--- config.mk ---
export PLATFORM = sky130hd
export DESIGN_NAME = vga_framebuffer_scan_flat
export DESIGN_NICKNAME = d
export VERILOG_FILES = /design/src/rtl/vga_framebuffer_scan_if.sv /design/src/rtl/vga_framebuffer_scan.sv /design/src/flat_wrapper.sv
export SDC_FILE = /design/constraint.sdc
export NUM_CORES = 2
export LEC_CHECK = 0
export CORE_AREA = 4 4 475 477
export CTS_BUF_LIST = sky130_fd_sc_hd__clkbuf_8
export CTS_CLUSTER_SIZE = 20
export DETAILED_ROUTE_END_ITERATION = 10
export DIE_AREA = 0 0 479 481
export PLACE_DENSITY = 0.56
export RECOVER_POWER = 25
export SLEW_MARGIN = 30
export SYNTH_ARGS = -nofsm -noshare
export SYNTH_HDL_FRONTEND = slang
export SYNTH_SLANG_ARGS = --single-unit
--- constraint.sdc ---
create_clock -name clock -period 3 [get_ports clock]
set_input_delay 0.6 -clock clock [delete_from_list [all_inputs] [get_ports clock]]
set_output_delay 0.6 -clock clock [all_outputs]
set_load 0.005 [all_outputs]
--- src/rtl/vga_framebuffer_scan_if.sv ---
// Purpose: bundles the framebuffer input and the registered VGA output bus of vga_framebuffer_scan.
// Latency: none (wires only).
// Backpressure: none; the display side always accepts pixels.
// Signals:
//   framebuffer  1200 cell bits, bit = row*40 + col
//   vga_r/g/b    4-bit colour channels
//   vga_hs/vs    active-low syncs
//   frame_start  one-clock pulse at the tick of pixel (0,0)
//   active       high while the displayed pixel is visible
interface vga_framebuffer_scan_if;
    logic [1199:0] framebuffer;
    logic [3:0]    vga_r;
    logic [3:0]    vga_g;
    logic [3:0]    vga_b;
    logic          vga_hs;
    logic          vga_vs;
    logic          frame_start;
    logic          active;

    // master: framebuffer producer / display sink
    modport master (
        output framebuffer,
        input  vga_r, vga_g, vga_b, vga_hs, vga_vs, frame_start, active
    );

    // slave: the scan-out engine
    modport slave (
        input  framebuffer,
        output vga_r, vga_g, vga_b, vga_hs, vga_vs, frame_start, active
    );
endinterface

--- src/rtl/vga_framebuffer_scan.sv ---
// Purpose: scans a 40x30-cell, 16x16-pixel monochrome framebuffer out as 640x480@60 VGA.
// Latency: all outputs lag the h/v counters by one pixel tick (single output register stage).
// Backpressure: none; free-running raster, framebuffer sampled once per frame at v=480, h=0.
// Ports:
//   clock        system clock (50 MHz); pixel tick generated every PIX_DIV clocks
//   reset_n      asynchronous active-low reset, synchronous release
//   vif (slave)  framebuffer in; vga_r/g/b, vga_hs, vga_vs, frame_start, active out
// Optional feature: define VGA_GRID_EN to paint 12'h333 on every cell's first row and column.
// Raster timing fields are parameters so a reduced raster can be built; the defaults give
// 640x480@60. The visible area must stay within 640x480 so the cell index stays below 1200.
module vga_framebuffer_scan #(
    parameter int          PIX_DIV   = 2,
    parameter logic [11:0] FG_COLOR  = 12'hFFF,
    parameter logic [11:0] BG_COLOR  = 12'h000,
    parameter int          H_VISIBLE = 640,
    parameter int          H_FRONT   = 16,
    parameter int          H_SYNC    = 96,
    parameter int          H_BACK    = 48,
    parameter int          V_VISIBLE = 480,
    parameter int          V_FRONT   = 10,
    parameter int          V_SYNC    = 2,
    parameter int          V_BACK    = 33
) (
    input  logic                   clock,
    input  logic                   reset_n,
    vga_framebuffer_scan_if.slave  vif
);

    localparam logic [1:0]  DIV_LAST   = 2'(PIX_DIV - 1);
    localparam logic [9:0]  H_VIS_END  = 10'(H_VISIBLE);
    localparam logic [9:0]  H_SYNC_BEG = 10'(H_VISIBLE + H_FRONT);
    localparam logic [9:0]  H_SYNC_END = 10'(H_VISIBLE + H_FRONT + H_SYNC);
    localparam logic [9:0]  H_LAST     = 10'(H_VISIBLE + H_FRONT + H_SYNC + H_BACK - 1);
    localparam logic [9:0]  V_VIS_END  = 10'(V_VISIBLE);
    localparam logic [9:0]  V_SYNC_BEG = 10'(V_VISIBLE + V_FRONT);
    localparam logic [9:0]  V_SYNC_END = 10'(V_VISIBLE + V_FRONT + V_SYNC);
    localparam logic [9:0]  V_LAST     = 10'(V_VISIBLE + V_FRONT + V_SYNC + V_BACK - 1);
    localparam logic [10:0] CELL_COLS  = 11'd40;
`ifdef VGA_GRID_EN
    localparam logic [11:0] GRID_COLOR = 12'h333;
`endif

    logic [1:0]    div;
    logic          tick;
    logic [9:0]    h;
    logic [9:0]    v;
    logic          h_last;
    logic          v_last;
    logic [1199:0] snapshot;

    logic          visible;
    logic [10:0]   cell_idx;
    logic          cell_on;
    logic [11:0]   pix_rgb;
    logic          hs_next;
    logic          vs_next;

    logic [11:0]   rgb_q;
    logic          hs_q;
    logic          vs_q;
    logic          fs_q;
    logic          act_q;

    // With PIX_DIV=1 DIV_LAST is 0, div never leaves 0 and tick is high every clock.
    assign tick   = (div == DIV_LAST);
    assign h_last = (h == H_LAST);
    assign v_last = (v == V_LAST);

    always_ff @(posedge clock or negedge reset_n) begin
        if (!reset_n) begin
            div <= 2'd0;
        end else if (tick) begin
            div <= 2'd0;
        end else begin
            div <= div + 2'd1;
        end
    end

    always_ff @(posedge clock or negedge reset_n) begin
        if (!reset_n) begin
            h <= 10'd0;
            v <= 10'd0;
        end else if (tick) begin
            if (h_last) begin
                h <= 10'd0;
                v <= v_last ? 10'd0 : v + 10'd1;
            end else begin
                h <= h + 10'd1;
            end
        end
    end

    // Capture at the first blanking line: the upstream combinational framebuffer may change
    // at any time, but the displayed frame only ever sees this one copy.
    always_ff @(posedge clock or negedge reset_n) begin
        if (!reset_n) begin
            snapshot <= '0;
        end else if (tick && (h == 10'd0) && (v == V_VIS_END)) begin
            snapshot <= vif.framebuffer;
        end
    end

    always_comb begin
        visible  = (h < H_VIS_END) && (v < V_VIS_END);
        // Forced to 0 outside the visible area so blanking never addresses past the snapshot.
        cell_idx = visible ? (11'(v[8:4]) * CELL_COLS + 11'(h[9:4])) : 11'd0;
        cell_on  = visible && snapshot[cell_idx];
        pix_rgb  = 12'h000;
        if (visible) begin
            pix_rgb = cell_on ? FG_COLOR : BG_COLOR;
`ifdef VGA_GRID_EN
            if ((h[3:0] == 4'd0) || (v[3:0] == 4'd0)) begin
                pix_rgb = GRID_COLOR;
            end
`endif
        end
        hs_next = !((h >= H_SYNC_BEG) && (h < H_SYNC_END));
        vs_next = !((v >= V_SYNC_BEG) && (v < V_SYNC_END));
    end

    // Single output stage: colour, syncs, active and frame_start all describe the same pixel.
    always_ff @(posedge clock or negedge reset_n) begin
        if (!reset_n) begin
            rgb_q <= 12'h000;
            hs_q  <= 1'b1;
            vs_q  <= 1'b1;
            fs_q  <= 1'b0;
            act_q <= 1'b0;
        end else begin
            fs_q <= tick && (h == 10'd0) && (v == 10'd0);
            if (tick) begin
                rgb_q <= pix_rgb;
                hs_q  <= hs_next;
                vs_q  <= vs_next;
                act_q <= visible;
            end
        end
    end

    assign vif.vga_r       = rgb_q[11:8];
    assign vif.vga_g       = rgb_q[7:4];
    assign vif.vga_b       = rgb_q[3:0];
    assign vif.vga_hs      = hs_q;
    assign vif.vga_vs      = vs_q;
    assign vif.frame_start = fs_q;
    assign vif.active      = act_q;

endmodule

--- src/flat_wrapper.sv ---
// flat-port wrapper written by rule: the top's interface ports become plain ports
module vga_framebuffer_scan_flat 
#(
    parameter int          PIX_DIV   = 2,
    parameter logic [11:0] FG_COLOR  = 12'hFFF,
    parameter logic [11:0] BG_COLOR  = 12'h000,
    parameter int          H_VISIBLE = 640,
    parameter int          H_FRONT   = 16,
    parameter int          H_SYNC    = 96,
    parameter int          H_BACK    = 48,
    parameter int          V_VISIBLE = 480,
    parameter int          V_FRONT   = 10,
    parameter int          V_SYNC    = 2,
    parameter int          V_BACK    = 33
)
  (clock, reset_n, vif_framebuffer, vif_vga_r, vif_vga_g, vif_vga_b, vif_vga_hs, vif_vga_vs, vif_frame_start, vif_active);
  vga_framebuffer_scan_if vif_i ();
  input  logic clock;
  input  logic reset_n;
  input wire logic [$bits(vif_i.framebuffer)-1:0] vif_framebuffer;
  output wire logic [$bits(vif_i.vga_r)-1:0] vif_vga_r;
  output wire logic [$bits(vif_i.vga_g)-1:0] vif_vga_g;
  output wire logic [$bits(vif_i.vga_b)-1:0] vif_vga_b;
  output wire logic [$bits(vif_i.vga_hs)-1:0] vif_vga_hs;
  output wire logic [$bits(vif_i.vga_vs)-1:0] vif_vga_vs;
  output wire logic [$bits(vif_i.frame_start)-1:0] vif_frame_start;
  output wire logic [$bits(vif_i.active)-1:0] vif_active;
  assign vif_i.framebuffer = vif_framebuffer;
  assign vif_vga_r = vif_i.vga_r;
  assign vif_vga_g = vif_i.vga_g;
  assign vif_vga_b = vif_i.vga_b;
  assign vif_vga_hs = vif_i.vga_hs;
  assign vif_vga_vs = vif_i.vga_vs;
  assign vif_frame_start = vif_i.frame_start;
  assign vif_active = vif_i.active;
  vga_framebuffer_scan #(.PIX_DIV(PIX_DIV), .FG_COLOR(FG_COLOR), .BG_COLOR(BG_COLOR), .H_VISIBLE(H_VISIBLE), .H_FRONT(H_FRONT), .H_SYNC(H_SYNC), .H_BACK(H_BACK), .V_VISIBLE(V_VISIBLE), .V_FRONT(V_FRONT), .V_SYNC(V_SYNC), .V_BACK(V_BACK)) u_core (.clock(clock), .reset_n(reset_n), .vif(vif_i));
endmodule
# Word level (Yosys, flattened, before mapping)
# Cells that the tools add are included.
dict set report word_totals {
  ff_bits 1238
  inputBits 1202
  output_inout_bits 16
  word_cells 45
}
dict set report op_classes {
  addsub 4
  n_mul 1
  n_lt_le_gt_ge 7
  n_eq_ne 4
  n_mux 8
  reduce_logical 12
}
# op count
set ops {}
lappend ops {{two-way mux 12 bit} 2}
lappend ops {{adder 10 x 1 -> 10 bit (second input constant)} 2}
lappend ops {{equality test 10 bit (second input constant)} 2}
lappend ops {{logical NOT 10 bit} 2}
lappend ops {{< comparator 10 bit (second input constant)} 2}
lappend ops {{< comparator 10 x 9 -> 1 bit (second input constant)} 2}
lappend ops {{two-way mux 10 bit} 2}
lappend ops {{< comparator 11 x 12 -> 1 bit (second input constant)} 1}
lappend ops {{adder 11 x 6 -> 11 bit} 1}
lappend ops {{binary-select mux 1 bit (select 11 bit)} 1}
lappend ops {{two-way mux 11 bit} 1}
lappend ops {{equality test 10 x 9 -> 1 bit (second input constant)} 1}
lappend ops {{>= comparator 10 bit (second input constant)} 1}
lappend ops {{>= comparator 10 x 9 -> 1 bit (second input constant)} 1}
lappend ops {{multiplier 5 x 3 -> 8 bit (second input constant)} 1}
lappend ops {{logical AND 1 bit} 7}
lappend ops {{adder 2 x 1 -> 2 bit (second input constant)} 1}
lappend ops {{equality test 2 x 1 -> 1 bit (second input constant)} 1}
lappend ops {{logical NOT 1 bit} 2}
lappend ops {{two-way mux 2 bit} 1}
lappend ops {{AND reduction 2 bit} 1}
lappend ops {{two-way mux 1 bit} 1}

# Longest topological paths before layout
dict set report depth {
  ltp_word 8
  mapped_depth 16
  depth_no_buf 13
}

# Worst setup path after synthesis
# OpenSTA, ideal clock, no wires.
dict set report synth_path {
  path_kind {register -> register}
  startpoint {reg u_core.v[4]}
  endpoint {reg u_core.rgb_q[10]}
  setup_time_ns 0.071
  arrival_time_ns 3.128
  required_ns 2.929
  slack_ns -0.200
  stages_incl_launch_ff 16
  n_path_buf 4
  period_less_slack_ns 3.200
  cell_sequence {dfrtp_1 ha_1 fa_1 clkbuf_1 nor2_1 nor3_1 buf_2 buf_2 buf_2 a21oi_1 a211oi_1 o211ai_1 a31oi_1 o211ai_1 a41o_1 nor2_1}
}
dict set report synth_via {
  elab_chain_cells 8
  word_cells_on_any_way 10
  cone_classes {add/sub: 1; mul: 1; order compare: 1; mux: 5; reduce/logical: 2}
}
# item line_no
set synth_lines {}
lappend synth_lines {{from (decl)} vga_framebuffer_scan.sv:46} ;# logic [9:0] v;
lappend synth_lines {{from (signal assigned)} vga_framebuffer_scan.sv:86} ;# v <= v_last ? 10'd0 : v + 10'd1;
lappend synth_lines {{multiplier 5 x 3 -> 8 bit / < comparator 10 x 9 -> 1 bit (equally long branches)} {vga_framebuffer_scan.sv:106, vga_framebuffer_scan.sv:104}}
lappend synth_lines {{adder 11 x 6 -> 11 bit / logical AND 1 bit (equally long branches)} {vga_framebuffer_scan.sv:106, vga_framebuffer_scan.sv:104}}
lappend synth_lines {{two-way mux 11 bit} vga_framebuffer_scan.sv:106} ;# cell_idx = visible ? (11'(v[8:4]) * CELL_COLS + 11'(h[9:4])) : 11'd0;
lappend synth_lines {{binary-select mux 1 bit (select 11 bit)} vga_framebuffer_scan.sv:107} ;# cell_on = visible && snapshot[cell_idx];
lappend synth_lines {{two-way mux 1 bit (implied by the code)} vga_framebuffer_scan.sv:107}
lappend synth_lines {{logical AND 1 bit} vga_framebuffer_scan.sv:107}
lappend synth_lines {{two-way mux 12 bit} vga_framebuffer_scan.sv:110} ;# pix_rgb = cell_on ? FG_COLOR : BG_COLOR;
lappend synth_lines {{two-way mux 12 bit *} vga_framebuffer_scan.sv:109} ;# if (visible) begin
lappend synth_lines {{to (signal assigned)} vga_framebuffer_scan.sv:132} ;# rgb_q <= pix_rgb;
lappend synth_lines {{to (decl)} vga_framebuffer_scan.sv:58} ;# logic [11:0] rgb_q;
# Mark *: on every way between the ends. The rest lies on a longest branch, timed or not. The select of a mux whose other input is x is not followed.
# A chain may end at the register's enable or synchronous reset.

# Final worst setup path
# Ends and elaborated chain as after synthesis.

==> out/metrics.cfg <==
[floorplanning]
dieArea_sq_um = 230000
start_util_pct = 25.9
rows = 173
io_pins = 1218
fp.dieW_um = 479
die_h_um = 481
core_area_sq_um = 221000

[worst_setup_path]
path_cells = buf_4, ha_4, ha_4, buf_4, xnor2_1, buf_4, or3_2, buf_12, buf_4, a311oi_1, nand4_1, o41ai_1, and4b_1, a31oi_2, a31oi_4, nor2_1
cp_common_cell = buf_4
path_class = flip-flop to flip-flop
slowest_stage = or3_2
ff2ff_path_depth = 16
startpoint_type = flip-flop
crit_path_max_incr_delay_ps = 460
critPathMaxFanout = 20
required_ps = 3870
cp.arrival_ps = 4720
critPathCaptureType = flip-flop

[detailed_routing]
drt_wl_total_um = 299000
drc = 0
antenna_left = 0
vias = 56500
routedWlPerCell_um = 25.6
dr.pass1.iters = 6
dr.first_iter.drc_count = 5192
avgViaCountPerCell = 4.84

[timing]
slew_headroom_pct = -98.4
max_freq_mhz = 260
setup_viol = 313
finalClockSkew_ps = 50.1
holdWs_ps = 161
fin_crit_sh_pct = 128
finalMaxSlewViolations = 68
period_needed_ps = 3850
setup_tns_ps = -23720
tightest_slew_ps = 2980
setup_slack_ps = -848
finalHoldViolCount = 0
rsz0062_at_grt = true

[cts]
numCtsBuffers = 222
cts_max_level = 4
clkTransAtPathRegs_ps = 70
cts_tree = yes
clock_tree.root_cell = clkbuf_8
cts_max_path_buffers = 3
clock_latency_ps = 970
cts_sinks = 1227

[power_and_ir_drop]
peakVddDrop_mv = 0.349
p_leak_nw = 37.7
pwr_density_cell_nw_per_um2 = 433
power.total_mw = 36.0

[cells_and_area]
areaGrowthSynthToFinish_pct = 45.1
drive_gt1_share_pct = 13.2
fill_cells = 22700
nets = 9720

[min_path]
min_path_cells = 3
hold_path_class = primary input to flip-flop

[place]
dp_hpwl_um = 235000
routabilityCongestion = 0.922
place_ws_ps = -1370
io_buffers = 1217

[logic_synthesis]
syn_area_sq_um = 57400
syn_inst = 6880
avgSynthCellArea_sq_um = 8.34
async_flop_share_pct = 100
ys_seq_area_share_pct = 53.5
ys_warn_count = 0
synth_ff_type = dfrtp_1
syn-num-nets = 8097
synth_cell_type_count = 82
synth_edf_count = 0
ys_ff_latch = 1227

[outcome]
status = complete, but fails checks
violations = max-capacitance violations, max-slew violations, negative setup slack

[run]
drv_cap = 1

[grt]
grt-ovfl-total = 0
grt.total_usage_pct = 25.1
grt_pass1_vias = 57200
grt_max_degree = 153
grt_pass1_wl_um = 416000
antenna_found_initial = 31

## path summary, 6_finish.rpt
check | startpoint | to | slack (ps)
worst min-delay path | vif_framebuffer[773] | u_core.snapshot[773] | 160
min in group asynchronous | reset_n | u_core.snapshot[1101] | 1090
max in group asynchronous | reset_n | u_core.snapshot[74] | -160
worst max register to register | u_core.v[4] | u_core.rgb_q[10] | -850
worst min register to register | u_core.div[0] | u_core.div[1] | 450
worst max-delay path | u_core.v[4] | u_core.rgb_q[10] | -850
## metal layers
layer  GRT usage [%]  wire [um]  vias to the layer above  part of all wire [%]
met1            32.8     126000                    27800                    42
li1                -          -                    25700                     -
met4            10.0      12900                       16                   4.3
met5               0         96                        -                 0.032
met3            5.41      22700                      474                   7.6
met2            40.3     137000                     2568                    46
## kinds of logic (layout without fill, tap and decap cells)
family | Yosys count | after routing | synth area share [%]
other | 0 | 17 | 0
multiplexers | 248 | 248 | 4.48
AO/OA/AOI/OAI | 716 | 716 | 8.97
AND/OR/NAND/NOR | 4151 | 4151 | 28.2
XOR/XNOR | 17 | 17 | 0.260
buffers and inverters | 506 | 2309 | 4.24
flip-flops | 1227 | 1227 | 53.5
adder cells (fa/ha/maj) | 15 | 15 | 0.353
## state kept, by name (all words and copies together), names as in the netlist
register                count
u_core.vif.vga_hs           1
u_core.vif.frame_start      1
u_core.h                   10
u_core.snapshot          1200
u_core.v                   10
u_core.div                  2
u_core.vif.active           1
u_core.vif.vga_vs           1
u_core.rgb_q                1
## critical path, delay by kind of cell (launching register included)
family / cells / cell delay [ps]
simple gates: 4 / 970
buf+inv: 5 / 850
compound gates: 4 / 840
fa+ha+maj: 2 / 470
flops: 1 / 450
xor+xnor: 1 / 120
## cells in the mapped netlist, drive strengths merged, types with 11 or more instances
master   count  share of area (%)
nand2     3868                 25
dfrtp     1225                 53
buf        281                2.8
mux2i      213                3.7
clkbuf     210                1.4
a21oi      166                1.4
a221oi     132                2.0
a211oi      88                1.2
o21ai       80               0.70
nor2        59               0.39
nand3       45               0.42
nor4        36               0.39
a221o       35               0.61
nor3        35               0.37
mux2        31               0.61
o31ai       31               0.41
a2111oi     27               0.41
nand4       27               0.29
a311oi      23               0.35
nor2b       23               0.25
a31oi       22               0.24
a211o       21               0.32
o22ai       16               0.17
inv         15              0.098
ha          13               0.28
xnor2       12               0.18
o211ai      11               0.14
or4         11               0.14
## timing repair
action	in CTS	in global routing
hold endpoints to repair	141	0
resized for setup	98	7
pin swaps	24	6
hold buffers	4	0
gates cloned	0	0
buffers inserted	25	3
setup endpoints to repair	13	22
## area by class of cell
cell class / instances / area, sq um / area share, %
Clock inverter: 105 / 724 / 0.870
Tap cell: 2975 / 3720 / 4.47
Timing Repair Buffer: 1890 / 18900 / 22.8
Inverter: 15 / 60.1 / 0.0721
Antenna cell: 17 / 42.5 / 0.0511
Sequential cell: 1227 / 30700 / 36.9
Multi-Input combinational cell: 5147 / 24900 / 29.9
Clock buffer: 299 / 4120 / 4.94
## per-stage QoR
stage,cells,area (sq um),utilization (%)
2_1_floorplan,6880,57400,-
4_1_cts,11700,83200,37.6
6_report,11700,83300,37.6
3_5_place_dp,11200,77700,35.1
5_1_grt,11700,83300,37.6
3_3_place_gp,11200,77700,35.1
## layout by cell type, fill, tap and decap left out, types with 11 or more instances in the layout
cell and instances:
nand2_1 3865, dfrtp_1 1221, clkdlybuf4s50_1 1216, buf_4 509
clkbuf_8 299, mux2i_1 210, a21oi_1 164, a221oi_1 130
buf_12 128, a211oi_1 82, o21ai_0 74, inv_1 73
nor2_1 56, nand3_1 38, a221o_1 35, o31ai_1 31
nor4_1 29, mux2_2 29, nand4_1 27, nor3_1 24
clkinv_2 23, nor2b_1 21, a211o_1 21, a31oi_1 20
buf_6 20, diode_2 17, a311oi_1 17, o22ai_1 16
a2111oi_0 15, xnor2_1 12, o211ai_1 11
## where the power goes
group	internal (mW)	switching, mW	total [mW]
combinational	1.44	0.743	2.18
sequential	16.6	0	16.6
clock	9.49	7.80	17.3
(Power assumes the default switching activity.)
